<file path="src/rtl/arbitro_ula_pkg.sv">
// rtl/arbitro_ula_pkg.sv - shared state encoding, op codes and default width for arbitro_ula
package arbitro_ula_pkg;

  localparam int W_PADRAO = 8;

  localparam logic OP_SOMA = 1'b0;
  localparam logic OP_SUB  = 1'b1;

  typedef enum logic [1:0] {
    IDLE  = 2'd0,
    BAIXO = 2'd1,
    ALTO  = 2'd2,
    FIM   = 2'd3
  } estado_t;

endpackage

</file>
<file path="src/rtl/arbitro_ula_unidade_soma_sub.sv">
// rtl/arbitro_ula_unidade_soma_sub.sv - combinational W-bit ripple add/sub, cin/cout are borrow on sub
module unidade_soma_sub
  import arbitro_ula_pkg::*;
#(
  parameter int W = W_PADRAO
) (
  input  logic [W-1:0] a,
  input  logic [W-1:0] b,
  input  logic         op,
  input  logic         cin,
  output logic [W-1:0] s,
  output logic         cout
);

  logic [W:0]   c;
  logic [W-1:0] a_ef;

  // Full adder and full subtractor share the sum; the borrow chain is the carry chain with a inverted.
  assign a_ef = a ^ {W{op == OP_SUB}};
  assign c[0] = cin;

  for (genvar i = 0; i < W; i++) begin : g_celula
    assign s[i]   = a[i] ^ b[i] ^ c[i];
    assign c[i+1] = (a_ef[i] & b[i]) | (c[i] & (a_ef[i] ^ b[i]));
  end

  assign cout = c[W];

endmodule

</file>
<file path="src/rtl/arbitro_ula.sv">
// rtl/arbitro_ula.sv - round-robin arbiter and sequencer sharing one add/sub unit between two requesters
module arbitro_ula
  import arbitro_ula_pkg::*;
#(
  parameter int W = W_PADRAO
) (
  input  logic           clk,
  input  logic           rst_n,
  input  logic [1:0]     req,
  input  logic           op0,
  input  logic           dbl0,
  input  logic [2*W-1:0] a0,
  input  logic [2*W-1:0] b0,
  input  logic           op1,
  input  logic           dbl1,
  input  logic [2*W-1:0] a1,
  input  logic [2*W-1:0] b1,
  output logic [1:0]     gnt,
  output logic [1:0]     done,
  output logic [2*W:0]   s,
  output logic           z,
  output logic           ocupado
);

  estado_t        estado, estado_prox;
  logic           ptr;
  logic           venc;
  logic           venc_prox;
  logic           op_r;
  logic           dbl_r;
  logic [2*W-1:0] a_r;
  logic [2*W-1:0] b_r;
  logic [W-1:0]   lo_r;
  logic           carry_r;

  logic [W-1:0]   u_a;
  logic [W-1:0]   u_b;
  logic           u_cin;
  logic [W-1:0]   u_s;
  logic           u_cout;

  // Sole requester wins; on contention the pointer decides.
  assign venc_prox = req[0] ? (req[1] & ptr) : 1'b1;

  assign u_a   = (estado == ALTO) ? a_r[2*W-1:W] : a_r[W-1:0];
  assign u_b   = (estado == ALTO) ? b_r[2*W-1:W] : b_r[W-1:0];
  assign u_cin = (estado == ALTO) ? carry_r : 1'b0;

  unidade_soma_sub #(.W(W)) u_soma_sub (
    .a    (u_a),
    .b    (u_b),
    .op   (op_r),
    .cin  (u_cin),
    .s    (u_s),
    .cout (u_cout)
  );

  always_comb begin
    estado_prox = estado;
    case (estado)
      IDLE:    if (|req) estado_prox = BAIXO;
      BAIXO:   estado_prox = dbl_r ? ALTO : FIM;
      ALTO:    estado_prox = FIM;
      FIM:     estado_prox = IDLE;
      default: estado_prox = IDLE;
    endcase
  end

  always_ff @(posedge clk or negedge rst_n) begin
    if (!rst_n) estado <= IDLE;
    else        estado <= estado_prox;
  end

  always_ff @(posedge clk or negedge rst_n) begin
    if (!rst_n) begin
      ptr     <= 1'b0;
      venc    <= 1'b0;
      op_r    <= OP_SOMA;
      dbl_r   <= 1'b0;
      a_r     <= '0;
      b_r     <= '0;
      lo_r    <= '0;
      carry_r <= 1'b0;
      gnt     <= 2'b00;
      done    <= 2'b00;
      s       <= '0;
      z       <= 1'b0;
    end else begin
      done <= 2'b00;
      case (estado)
        IDLE: begin
          if (|req) begin
            venc  <= venc_prox;
            gnt   <= venc_prox ? 2'b10 : 2'b01;
            op_r  <= venc_prox ? op1  : op0;
            dbl_r <= venc_prox ? dbl1 : dbl0;
            a_r   <= venc_prox ? a1   : a0;
            b_r   <= venc_prox ? b1   : b0;
          end
        end
        BAIXO: begin
          lo_r    <= u_s;
          carry_r <= u_cout;
          if (!dbl_r) begin
            s    <= {{W{1'b0}}, u_cout, u_s};
            z    <= (u_s == '0);
            done <= gnt;
          end
        end
        ALTO: begin
          s    <= {u_cout, u_s, lo_r};
          z    <= ({u_s, lo_r} == '0);
          done <= gnt;
        end
        FIM: begin
          gnt <= 2'b00;
          ptr <= ~venc;
        end
        default: ;
      endcase
    end
  end

  assign ocupado = (estado != IDLE);

endmodule

</file>
<file path="config.mk">
export PLATFORM = sky130hd
export DESIGN_NAME = arbitro_ula
export DESIGN_NICKNAME = d
export VERILOG_FILES = /design/src/rtl/arbitro_ula_pkg.sv /design/src/rtl/arbitro_ula_unidade_soma_sub.sv /design/src/rtl/arbitro_ula.sv
export SDC_FILE = /design/constraint.sdc
export NUM_CORES = 1
export LEC_CHECK = 0
export ABC_CLOCK_PERIOD_IN_PS = 3600
export CAP_MARGIN = 20
export CORE_MARGIN = 2
export CORE_UTILIZATION = 35
export DETAILED_ROUTE_END_ITERATION = 8
export PLACE_DENSITY = 0.74
export SKIP_LAST_GASP = 1
export SYNTH_ARGS = -nofsm -noshare
export SYNTH_HDL_FRONTEND = slang
export SYNTH_SLANG_ARGS = --single-unit
</file>
<file path="constraint.sdc">
create_clock -name clk -period 3.6 [get_ports clk]
set_clock_uncertainty 0.1 [all_clocks]
set_input_delay 0.72 -clock clk [delete_from_list [all_inputs] [get_ports clk]]
set_output_delay 0.72 -clock clk [all_outputs]
set_load 0.01 [all_outputs]
</file>
**After elaboration in Yosys (flattened, before gate mapping)**

Cells that the tools add are included.
W data, S select, Z words.

- Output and inout bits: 23
- Register bits after elaboration: 69
- Input port bits: 72

- Reductions and logical operators: 10
- Bitwise operators: 51
- Equal/unequal tests: 5
- Mux-type cells: 20

Operator list:

| kind | count |
|---|---|
| $pmux W17 S2 | 1 |
| $mux W16 | 2 |
| $xor A1 B1 Y1 | 24 |
| $and A1 B1 Y1 | 17 |
| $mux W17 | 1 |
| $logic_not A16 Y1 | 1 |
| $mux W8 | 2 |
| $logic_not A8 Y1 | 1 |
| $mux W2 | 4 |
| $or A1 B1 Y1 | 8 |
| $pmux W2 S2 | 2 |
| $pmux W2 S4 | 1 |
| $xor A8 B8 Y8 | 1 |
| $mux W1 | 6 |
| $reduce_and A2 Y1 | 3 |
| $reduce_bool A2 Y1 | 3 |
| $eq A2 B2 Y1 const B | 2 |
| $ne A2 B2 Y1 const B | 2 |
| $eq A2 B1 Y1 const B | 1 |
| $logic_not A2 Y1 | 1 |
| $pmux W1 S2 | 1 |
| $reduce_or A2 Y1 | 1 |
| $not A1 Y1 | 1 |

**Depth between registers and ports, before layout**

Gate-level depths: netlist (run 1).

- Word-level depth: 22
- Mapped depth: 13

**Cells and area by module**

A second synthesis (run 1) with hierarchy kept.

- Cells, all modules: 333
- Area total of the unflattened synthesis: 3834.9 um2

By module, submodules not included:

| module | area each (um2) | cells an instance | sequential area each (um2) | times used |
|---|---|---|---|---|
| arbitro_ula | 3395.8 | 282 | 1726.7 | 1 |
| unidade_soma_sub | 439.2 | 51 | 0.0 | 1 |

**Worst setup path after synthesis (run 1)**

OpenSTA, ideal clock, no wires.

- Path kind: flip-flop to flip-flop
- From: reg estado[0]
- To: reg z
- Path slack: 0.275 ns
- Cell stages (with the launch flop): 14
- Data arrival time: 3.159 ns
- Path buffers: 3
- Required time: 3.434 ns
- Setup time: 0.066 ns
- Cell sequence: dfrtp_1 inv_1 ha_1 buf_6 buf_2 buf_2 mux2_2 ha_1 nor3_1 a211oi_2 xnor2_1 a2111o_1 nor4_2 a22o_1

- Longest elaborated chain between the ends: 22

Ends and longest elaborated chain:

| item | RTL line | text |
|---|---|---|
| from (decl) | arbitro_ula.sv:25 | `estado_t estado, estado_prox;` |
| from (signal assigned) | arbitro_ula.sv:71 | `else estado <= estado_prox;` |
| $eq A2 B2 Y1 | n/a |  |
| $mux W8 | arbitro_ula.sv:45 | `assign u_a = (estado == ALTO) ? a_r[2*W-1:W] : a_r[W-1:0];` |
| $xor A8 B8 Y8 | arbitro_ula_unidade_soma_sub.sv:19 | `assign a_ef = a ^ {W{op == OP_SUB}};` |
| $xor A1 B1 Y1 | arbitro_ula_unidade_soma_sub.sv:24 | `assign c[i+1] = (a_ef[i] & b[i]) \| (c[i] & (a_ef[i] ^ b[i]));` |
| $and A1 B1 Y1 | arbitro_ula_unidade_soma_sub.sv:24 |  |
| $or A1 B1 Y1 | arbitro_ula_unidade_soma_sub.sv:24 |  |
| $and A1 B1 Y1 | arbitro_ula_unidade_soma_sub.sv:24 |  |
| $or A1 B1 Y1 | arbitro_ula_unidade_soma_sub.sv:24 |  |
| (+6 left out) | n/a |  |
| $and A1 B1 Y1 | arbitro_ula_unidade_soma_sub.sv:24 |  |
| $or A1 B1 Y1 | arbitro_ula_unidade_soma_sub.sv:24 |  |
| $and A1 B1 Y1 | arbitro_ula_unidade_soma_sub.sv:24 |  |
| $or A1 B1 Y1 | arbitro_ula_unidade_soma_sub.sv:24 |  |
| $xor A1 B1 Y1 | arbitro_ula_unidade_soma_sub.sv:23 | `assign s[i] = a[i] ^ b[i] ^ c[i];` |
| $logic_not A8 Y1 | arbitro_ula.sv:106 | `z <= (u_s == '0);` |
| $mux W1 | arbitro_ula.sv:104 | `if (!dbl_r) begin` |
| $pmux W1 S2 | arbitro_ula.sv:90 | `case (estado)` |
| to (signal assigned) | arbitro_ula.sv:106 |  |
| to (signal assigned) | arbitro_ula.sv:112 | `z <= ({u_s, lo_r} == '0);` |
| to (decl) | arbitro_ula.sv:21 | `output logic z,` |

Parallel ways exist; a longest one is shown, timed or not. The select of a mux whose other input is x is not followed.
A chain may end at the register's enable or synchronous reset.

**Worst setup path after layout (run 1)**

Ends and elaborated chain as after synthesis.

==> results of run 1 <==
-- worst register-to-register path: cells and delay by family (launching register included) --
family	cells	cell delay (ns)
DFF	1	0.42
muxes	1	0.38
buffers and inverters	2	0.43
AOI/OAI and AO/OA	3	0.58
adders and majority gates	2	0.51
and+or+nand+nor	2	0.19
xor gates and xnor gates	2	0.55
-- per-layer routing --
layer | wire (µm) | share of wire, % | track usage, %
met5 | 0 | 0 | 0
met4 | 250 | 2.6 | 4.92
met3 | 625 | 6.5 | 5.39
met2 | 4810 | 50 | 30.5
met1 | 3940 | 41 | 21.1
-- worst max path at each step --
| stage | endpoint | depth (start not counted) |
|---|---|---|
| final | z$_DFFE_PN0P_ | 12 |
| after global routing | z$_DFFE_PN0P_ | 12 |
| after CTS | z$_DFFE_PN0P_ | 12 |
| after detailed placement | z$_DFFE_PN0P_ | 12 |
| after global placement | z$_DFFE_PN0P_ | 11 |
| after floorplan | z$_DFFE_PN0P_ | 13 |
-- flip-flops by register name (all words and copies together), names as in the netlist, 2 cells and up --
register / count
estado: 2
b_r: 16
a_r: 16
s: 17
gnt: 2
done: 2
lo_r: 8
-- logic make-up (layout without fill, tap and decap cells) --
group	count (synthesis)	after routing	share of synthesized area [%]
AO/OA/AOI/OAI	96	96	19.3
adder cells (fa/ha/maj)	12	12	4.02
AND/OR/NAND/NOR	52	52	6.20
XOR/XNOR	29	29	7.01
multiplexers	37	37	10.5
buffers and inverters	64	161	6.70
flip-flops	69	69	46.3
-- synthesized netlist by cell type, types with 3 or more instances --
master / instances
xnor2_1: 22
a222oi_1: 34
nand2_1: 21
xor2_1: 6
o21ai_0: 28
a21o_1: 3
nor2_1: 15
nor3_1: 6
mux2i_1: 21
a21oi_1: 16
inv_1: 43
clkbuf_1: 15
mux2_2: 16
a22oi_1: 5
ha_1: 12
dfrtp_1: 69
-- per-stage QoR --
stage,area [µm²],utilization [%],setup slack (ns),power [µW]
6_report,5020,48.6,0.337,5540
3_3_place_gp,4830,46.8,0.527,4850
2_1_floorplan,3730,-,0.275,3960
3_5_place_dp,4830,46.8,0.374,4960
4_1_cts,5010,48.6,0.343,5540
5_1_grt,5020,48.6,0.0715,6030
-- power by group --
group | internal (µW) | switching [µW]
Sequential | 1170 | 344
Combinational | 1590 | 1860
Clock | 284 | 290
Total | 3040 | 2500
-- layout make-up --
cell class / instances / area share, %
Tap cell: 136 / 3.39
Clock buffer: 12 / 3.09
Inverter: 44 / 3.29
Sequential cell: 69 / 34.4
Clock inverter: 4 / 0.449
Timing Repair Buffer: 101 / 20.2
Multi-Input combinational cell: 226 / 35.2
-- cell usage in the layout, fill, tap and decap left out, drive strengths merged, types with 16 or more instances in the layout --
master         count
o21ai             30
mux2              16
a222oi            34
dfrtp             69
clkdlybuf4s50     93
inv               44
xnor2             22
nand2             21
a21oi             16
mux2i             21
==> results.json, run 1 <==
{
  "status": "complete, no violations",
  "die_w_um": 107,
  "synth_area_per_cell_um2": 10.4,
  "clockBufferDepth": 2,
  "cpMaxStageDelayCell": "xor2_1",
  "fillers": 953,
  "period_share_pct": 90.6,
  "dr.pass1.iters": 7,
  "required_ns": 3.74,
  "fp.dieH_um": 107,
  "synth_top_area_share_pct": 46.3,
  "clk_latency_ns": 0.35,
  "grt_pass1_wl_um": 15800,
  "async_reset_ff_share_pct": 100,
  "antenna_found_initial": 0,
  "hold_buffers": 0,
  "cts-resized-gates": 0,
  "ant_nets": 0,
  "holdWs_ns": 0.276,
  "powerDensity_mw_per_mm2": 1100,
  "ys_seq_elements": 69,
  "reg2reg_depth": 12,
  "yosysSeqAreaShare_pct": 46.3,
  "num_vias": 3107,
  "numCtsBuffers": 9,
  "peakVddDrop_mv": 0.499,
  "ys_warn_count": 0,
  "arrival_ns": 3.40,
  "max_cap_violations": 0,
  "netlist_instances": 359,
  "antenna_cells": 0,
  "fp.coreArea_mm2": 0.0103,
  "p_leak_uw": 0.00229,
  "setup_tns_ns": 0,
  "grt_max_degree": 70,
  "portBuffers": 94,
  "end_kind": "flop",
  "place.gp.congestion": 0.879,
  "rsz0062_at_grt": "no",
  "fin_nets": 535,
  "synth_edf_count": 0,
  "wirelength_um": 9620,
  "clk_pin_slew_ns": 0.08,
  "yosysUniqueCellTypes": 36,
  "syn_nets": 443,
  "cts_max_level": 3,
  "cp-start-kind": "flop",
  "maxSlewHeadroom_pct": 50.4,
  "grt-ovfl-total": 0,
  "route.detailed.vias_per_inst": 5.25,
  "start_util_pct": 36.2,
  "slew_violations": 0,
  "r2r-start": "estado[0]$_DFFE_PN0P_",
  "critPathMaxStageDelay_ns": 0.43,
  "cts-root-buf": "clkbuf_8",
  "wl_per_cell_um": 16.3,
  "multi_input_area_mm2": 0.00177,
  "min-delay-path-class": "primary input to asynchronous set/reset pin",
  "drc": 0,
  "synth_flop_cell": "dfrtp_1",
  "area_delta_synth_final_pct": 34.5,
  "final_cells": 592,
  "critPathKind": "flop to flop",
  "netlist_area_mm2": 0.00373,
  "ff_latch_area_mm2": 0.00173,
  "fp-row-count": 37,
  "reg2reg_to": "z$_DFFE_PN0P_",
  "ff2ff_setup_slack_ns": 0.34,
  "dr.first_iter.drc_count": 301,
  "synth_top_area_cell": "dfrtp_1",
  "max_freq_mhz": 306,
  "cts_num_sinks": 69,
  "drive_above_1_share_pct": 10.5,
  "critPathTopFamily": "compound AO/OA/AOI/OAI gates",
  "synthTopCellsByArea": "dfrtp_1 (46%), a222oi_1 (9.1%), mux2i_1 (5.6%)",
  "hold_viol_final": 0,
  "grt_pass1_vias": 3241,
  "path_cells": "inv_1 > ha_1 > buf_4 > mux2i_1 > xnor2_1 > ha_1 > nand2_1 > a21o_1 > a21oi_1 > xor2_1 > nor3_1 > a22o_1",
  "tritoncts": "built",
  "dp.cells": 575,
  "crit_start": "estado[0]$_DFFE_PN0P_",
  "dieArea_mm2": 0.0115,
  "cp_common_cell": "ha_1",
  "finalCriticalPeriod_ns": 3.26,
  "tightest_slew_ns": 0.745,
  "track_usage_pct": 17.6,
  "cp_max_fo": 25,
  "num_io_pins": 95,
  "place.detailed.hpwl_um": 7220,
  "setup_viol": 0,
  "cp_num_buf_inv": 2,
  "post_cts_buffers": 0
}
(Power assumes the default switching activity.)
==> inputs of run 2 (changes only) <==
--- a/config.mk
+++ b/config.mk
@@ -9,3 +9,2 @@
 export CAP_MARGIN = 20
-export CORE_MARGIN = 2
 export CORE_UTILIZATION = 35
@@ -14,2 +13,3 @@
 export SKIP_LAST_GASP = 1
+export SLEW_MARGIN = 20
 export SYNTH_ARGS = -nofsm -noshare
==> constraint.sdc (replaced) <==
create_clock -name clk -period 3.6 [get_ports clk]
set_clock_uncertainty 0.1 [all_clocks]
set_input_delay 0.54 -clock clk [delete_from_list [all_inputs] [get_ports clk]]
set_output_delay 0.54 -clock clk [all_outputs]
set_load 0.01 [all_outputs]
==> run 2 against run 1 <==
Cell area up 0.65%. Non-clock buffer count grew 1. Count of clock-buffer cells in the layout decreased by 2. First-iteration DRC count is 7.0% lower. Setup slack improved by 0.10 ns. Fmax is 3.3% higher. Critical path type unchanged. Highest routed layer unchanged.
==> results.json, run 2 (synthesis gave the netlist of run 1 again) <==
{
  "ff2ff_setup_slack_ns": 0.44,
  "cp_common_cell": "ha_1",
  "die_w_um": 105,
  "status": "complete, no violations",
  "cts_max_level": 3,
  "portBuffers": 94,
  "rsz0062_at_grt": "no",
  "grt_pass1_wl_um": 15700,
  "tritoncts": "built",
  "end_kind": "flop",
  "cp-start-kind": "flop",
  "cts-root-buf": "clkbuf_8",
  "clk_pin_slew_ns": 0.08,
  "start_util_pct": 36.2,
  "largestRegisters": "s x17, a_r x16, b_r x16",
  "num_vias": 3147,
  "grt_pass1_vias": 3208,
  "powerDensity_mw_per_mm2": 1130,
  "placed_cell_area_mm2": 0.00485,
  "antenna_found_initial": 0,
  "final_cells": 593,
  "cpMaxStageDelayCell": "dfrtp_1",
  "dieArea_mm2": 0.0111,
  "path_cells": "inv_1 > ha_1 > buf_12 > mux2i_1 > xnor2_1 > ha_1 > nand2_1 > a21o_1 > a21oi_1 > xor2_1 > nor3_1 > a22o_1",
  "fp.dieH_um": 105,
  "setup_ws_ns": 0.441,
  "dr.first_iter.drc_count": 280,
  "route.detailed.vias_per_inst": 5.31,
  "grt-ovfl-total": 0,
  "max_freq_mhz": 317,
  "antenna_cells": 0,
  "finalPower_uw": 5710,
  "hold_viol_final": 0,
  "peakVddDrop_mv": 0.527,
  "final_cell_mix": "clkdlybuf4s50_1 (93), dfrtp_1 (69), inv_1 (43)",
  "r2r-start": "estado[0]$_DFFE_PN0P_",
  "drive_above_1_share_pct": 11.2,
  "final_common_cell": "clkdlybuf4s50_1",
  "min-delay-path-class": "primary input to asynchronous set/reset pin",
  "dr.pass1.iters": 5,
  "max_cap_violations": 0,
  "place.detailed.hpwl_um": 7240,
  "tightest_slew_ns": 0.856,
  "post_cts_buffers": 0,
  "wirelength_um": 9590,
  "fin_nets": 536,
  "finalCriticalPeriod_ns": 3.16,
  "cts_num_sinks": 69,
  "wl_per_cell_um": 16.2,
  "cts-resized-gates": 0,
  "required_ns": 3.74,
  "reg2reg_to": "z$_DFFE_PN0P_",
  "p_leak_uw": 0.00230,
  "clk_latency_ns": 0.35,
  "dp.cells": 577,
  "num_io_pins": 95,
  "grt_max_degree": 70,
  "arrival_ns": 3.30,
  "hold_buffers": 0,
  "maxSlewHeadroom_pct": 42.9,
  "drc": 0,
  "place.gp.congestion": 0.824,
  "fp-row-count": 37,
  "setup_tns_ns": 0,
  "setup_viol": 0,
  "critPathKind": "flop to flop",
  "reg2reg_depth": 12,
  "period_share_pct": 87.8,
  "largest-register": "s",
  "largest_reg_flops": 17,
  "area_delta_synth_final_pct": 35.4,
  "critPathMaxStageDelay_ns": 0.43,
  "slew_violations": 0,
  "cp_max_fo": 25,
  "track_usage_pct": 18.2,
  "ant_nets": 0,
  "final_cell_area_mm2": 0.00505,
  "pre_cts_slack_ns": 0.473,
  "clockBufferDepth": 2,
  "numCtsBuffers": 9,
  "fp.coreArea_mm2": 0.0103
}
[run 2: cell count changes in the layout (fill, tap and decap cells not counted), sizes merged]
cell	previous run	this run
clkbuf	12	10
buf	8	9
bufinv	0	1
clkinvlp	1	3
clkinv	3	2
[run 2: how the worst max path moves through the flow]
stage	startpoint	endpoint	slack, ns	cells past startpoint
2_1_floorplan	estado[0]$_DFFE_PN0P_	z$_DFFE_PN0P_	0.28	13
3_3_place_gp	estado[0]$_DFFE_PN0P_	z$_DFFE_PN0P_	0.57	12
3_5_place_dp	estado[0]$_DFFE_PN0P_	z$_DFFE_PN0P_	0.47	12
4_1_cts	estado[0]$_DFFE_PN0P_	z$_DFFE_PN0P_	0.45	12
5_1_grt	estado[0]$_DFFE_PN0P_	s[6]$_DFFE_PN0P_	0.23	12
6_report	estado[0]$_DFFE_PN0P_	z$_DFFE_PN0P_	0.44	12
[run 2: power by group]
group | internal (µW) | switching [µW] | total (µW)
clock | 336 | 303 | 639
combinational | 1640 | 1930 | 3570
sequential | 1170 | 335 | 1500
total | 3140 | 2570 | 5710
[run 2: final cells by class]
type                            instances  area [µm²]
Fill cell                             952        5270
Timing Repair Buffer                  102        1020
Sequential cell                        69        1730
Clock buffer                           10         138
Multi-Input combinational cell        226        1770
Inverter                               44         165
Tap cell                              136         170
Clock inverter                          6        62.6
[run 2: routing by layer]
metal	vias up	global-route usage (%)	share of wire (%)
li1	1501	-	-
met1	1531	21.4	40
met2	104	32.5	53
met3	11	4.39	5.8
met4	0	5.53	1.2
met5	-	0	0
[run 2: through the flow]
| stage | hold slack (ns) | util [%] |
|---|---|---|
| 2_1_floorplan | 0.144 | - |
| 3_3_place_gp | 0.337 | 47.0 |
| 3_5_place_dp | 0.365 | 47.0 |
| 4_1_cts | 0.312 | 48.9 |
| 5_1_grt | 0.348 | 48.9 |
| 6_report | 0.286 | 48.9 |
[run 2: worst max-delay path, delay by kind of cell, from the launching register on]
kind                       cells  cell delay (ns)
adders and majority gates      2             0.58
AOI/OAI and AO/OA              3             0.57
xor gates and xnor gates       2             0.51
DFF                            1             0.43
muxes                          1             0.34
buffers and inverters          2             0.32
and+or+nand+nor                2             0.18
==> inputs of run 3 (changes only) <==
CORE_UTILIZATION = 45   (was 35)
PLACE_DENSITY = 0.88   (was 0.74)
==> run 3 against run 2 <==
Critical path depth stayed put. Non-clock buffer count is 2 lower. Clock power hardly changed. Global-route usage is 4.8 points higher. Count of clock-buffer cells in the layout is 1 higher. Routed wire length is 4.1% lower. First-iteration DRC count is 10% higher. Via count is 0.70% higher. Critical endpoint unchanged. Highest routed layer unchanged.
==> results.json, run 3 (synthesis gave the netlist of run 1 again) <==
{
  "status": "complete, no violations",
  "powerDensity_mw_per_mm2": 1130,
  "dr.pass1.iters": 7,
  "final_cell_area_mm2": 0.00498,
  "num_vias": 3169,
  "clk_pin_slew_ns": 0.07,
  "min-delay-path-class": "primary input to asynchronous set/reset pin",
  "placed_cell_area_mm2": 0.00478,
  "cts_max_level": 3,
  "cts-resized-gates": 0,
  "cp_max_fo": 33,
  "start_util_pct": 47.3,
  "required_ns": 3.78,
  "area_delta_synth_final_pct": 33.5,
  "place.gp.congestion": 0.852,
  "antenna_cells": 0,
  "crit_start": "estado[0]$_DFFE_PN0P_",
  "fp-row-count": 32,
  "p_leak_uw": 0.00229,
  "tightest_slew_ns": 0.842,
  "rsz0062_at_grt": "no",
  "max_freq_mhz": 311,
  "slew_violations": 0,
  "grt_pass1_vias": 3147,
  "multi_input_area_mm2": 0.00177,
  "cp-start-kind": "flop",
  "fp.dieH_um": 93.1,
  "drc": 0,
  "fp.coreArea_mm2": 0.00789,
  "num_io_pins": 95,
  "setup_viol": 0,
  "hold_buffers": 0,
  "numCtsBuffers": 9,
  "wl_per_cell_um": 16.5,
  "arrival_ns": 3.40,
  "wirelength_um": 9200,
  "die_w_um": 93.1,
  "finalCriticalPeriod_ns": 3.21,
  "end_kind": "flop",
  "largest_reg_flops": 17,
  "antenna_found_initial": 0,
  "track_usage_pct": 22.9,
  "ant_nets": 0,
  "largest-register": "s",
  "clockBufferDepth": 2,
  "maxSlewHeadroom_pct": 43.9,
  "critPathKind": "flop to flop",
  "hold_viol_final": 0,
  "holdWs_ns": 0.268,
  "fin_nets": 534,
  "grt-ovfl-total": 0,
  "dieArea_mm2": 0.00866,
  "cts_num_sinks": 69,
  "final_common_cell": "clkdlybuf4s50_1",
  "grt_max_degree": 70,
  "largestRegisters": "s x17, a_r x16, b_r x16",
  "setup_tns_ns": 0,
  "max_cap_violations": 0,
  "period_share_pct": 89.3,
  "fillers": 621,
  "route.detailed.vias_per_inst": 5.70,
  "r2r-start": "estado[0]$_DFFE_PN0P_",
  "place.detailed.hpwl_um": 6790,
  "grt_pass1_wl_um": 15300,
  "clk_latency_ns": 0.35,
  "cts-root-buf": "clkbuf_8",
  "post_cts_buffers": 0,
  "dr.first_iter.drc_count": 308,
  "peakVddDrop_mv": 0.494,
  "tritoncts": "built",
  "portBuffers": 94,
  "drive_above_1_share_pct": 10.6,
  "ff_latch_area_mm2": 0.00173,
  "final_cell_mix": "clkdlybuf4s50_1 (93), dfrtp_1 (69), inv_1 (43)"
}
run 3: cell count changes in the layout (fill, tap and decap cells not counted), sizes merged:
| cell | previous run | this run |
|---|---|---|
| buf | 9 | 7 |
| clkinvlp | 3 | 1 |
| clkbuf | 10 | 11 |
run 3: per-layer routing:
metal	vias to the layer above	global-route usage [%]	routed length, µm
met3	12	4.31	479
met1	1557	28.8	3790
met4	0	8.08	176
li1	1490	-	-
met5	-	0	0
met2	110	39.5	4750
run 3: power breakdown:
part	leakage, µW	total, µW	switching [µW]	internal (µW)
logic	0.00134	3480	1900	1580
clock network	0.000101	640	289	351
registers	0.000855	1510	341	1170
run 3: cell type report:
type                       count  share of cell area [%]
multi-input combinational    226                    35.5
sequential                    69                    34.7
timing repair buffer         100                    19.9
inverter                      44                    3.32
clock buffer                  11                    3.04
tap                          102                    2.56
clock inverter                 4                   0.955
run 3: worst paths after layout:
path / to / slack, ns / cells after the start
max in group asynchronous: estado[1]$_DFFE_PN0P_ / 2.57 / 2
hold / removal: gnt[0]$_DFFE_PN0P_ / 0.27 / 2
min in group clk: ptr$_DFFE_PN0P_ / 0.38 / 1
setup / recovery: z$_DFFE_PN0P_ / 0.39 / 12
setup reg to reg: z$_DFFE_PN0P_ / 0.39 / 12
hold reg to reg: ptr$_DFFE_PN0P_ / 0.38 / 1
run 3: through the flow:
| step | util, % | power, µW | setup WS, ns | cells |
|---|---|---|---|---|
| floorplan | - | 3960 | 0.275 | 359 |
| global placement | 60.6 | 4860 | 0.564 | 541 |
| detailed placement | 60.6 | 4990 | 0.437 | 541 |
| CTS | 63.1 | 5640 | 0.390 | 556 |
| global route | 63.2 | 6100 | 0.195 | 556 |
| finish | 63.2 | 5630 | 0.386 | 556 |
run 3: critical path, cell delays in order, from the launching register on:
cell      delay [ns]
dfrtp_1         0.43
inv_1           0.11
ha_1            0.20
buf_12          0.22
mux2i_1         0.40
xnor2_1         0.18
ha_1            0.25
nor3_1          0.08
a211oi_2        0.23
xnor2_1         0.20
a2111o_1        0.40
nor4_2          0.16
a22o_1          0.17
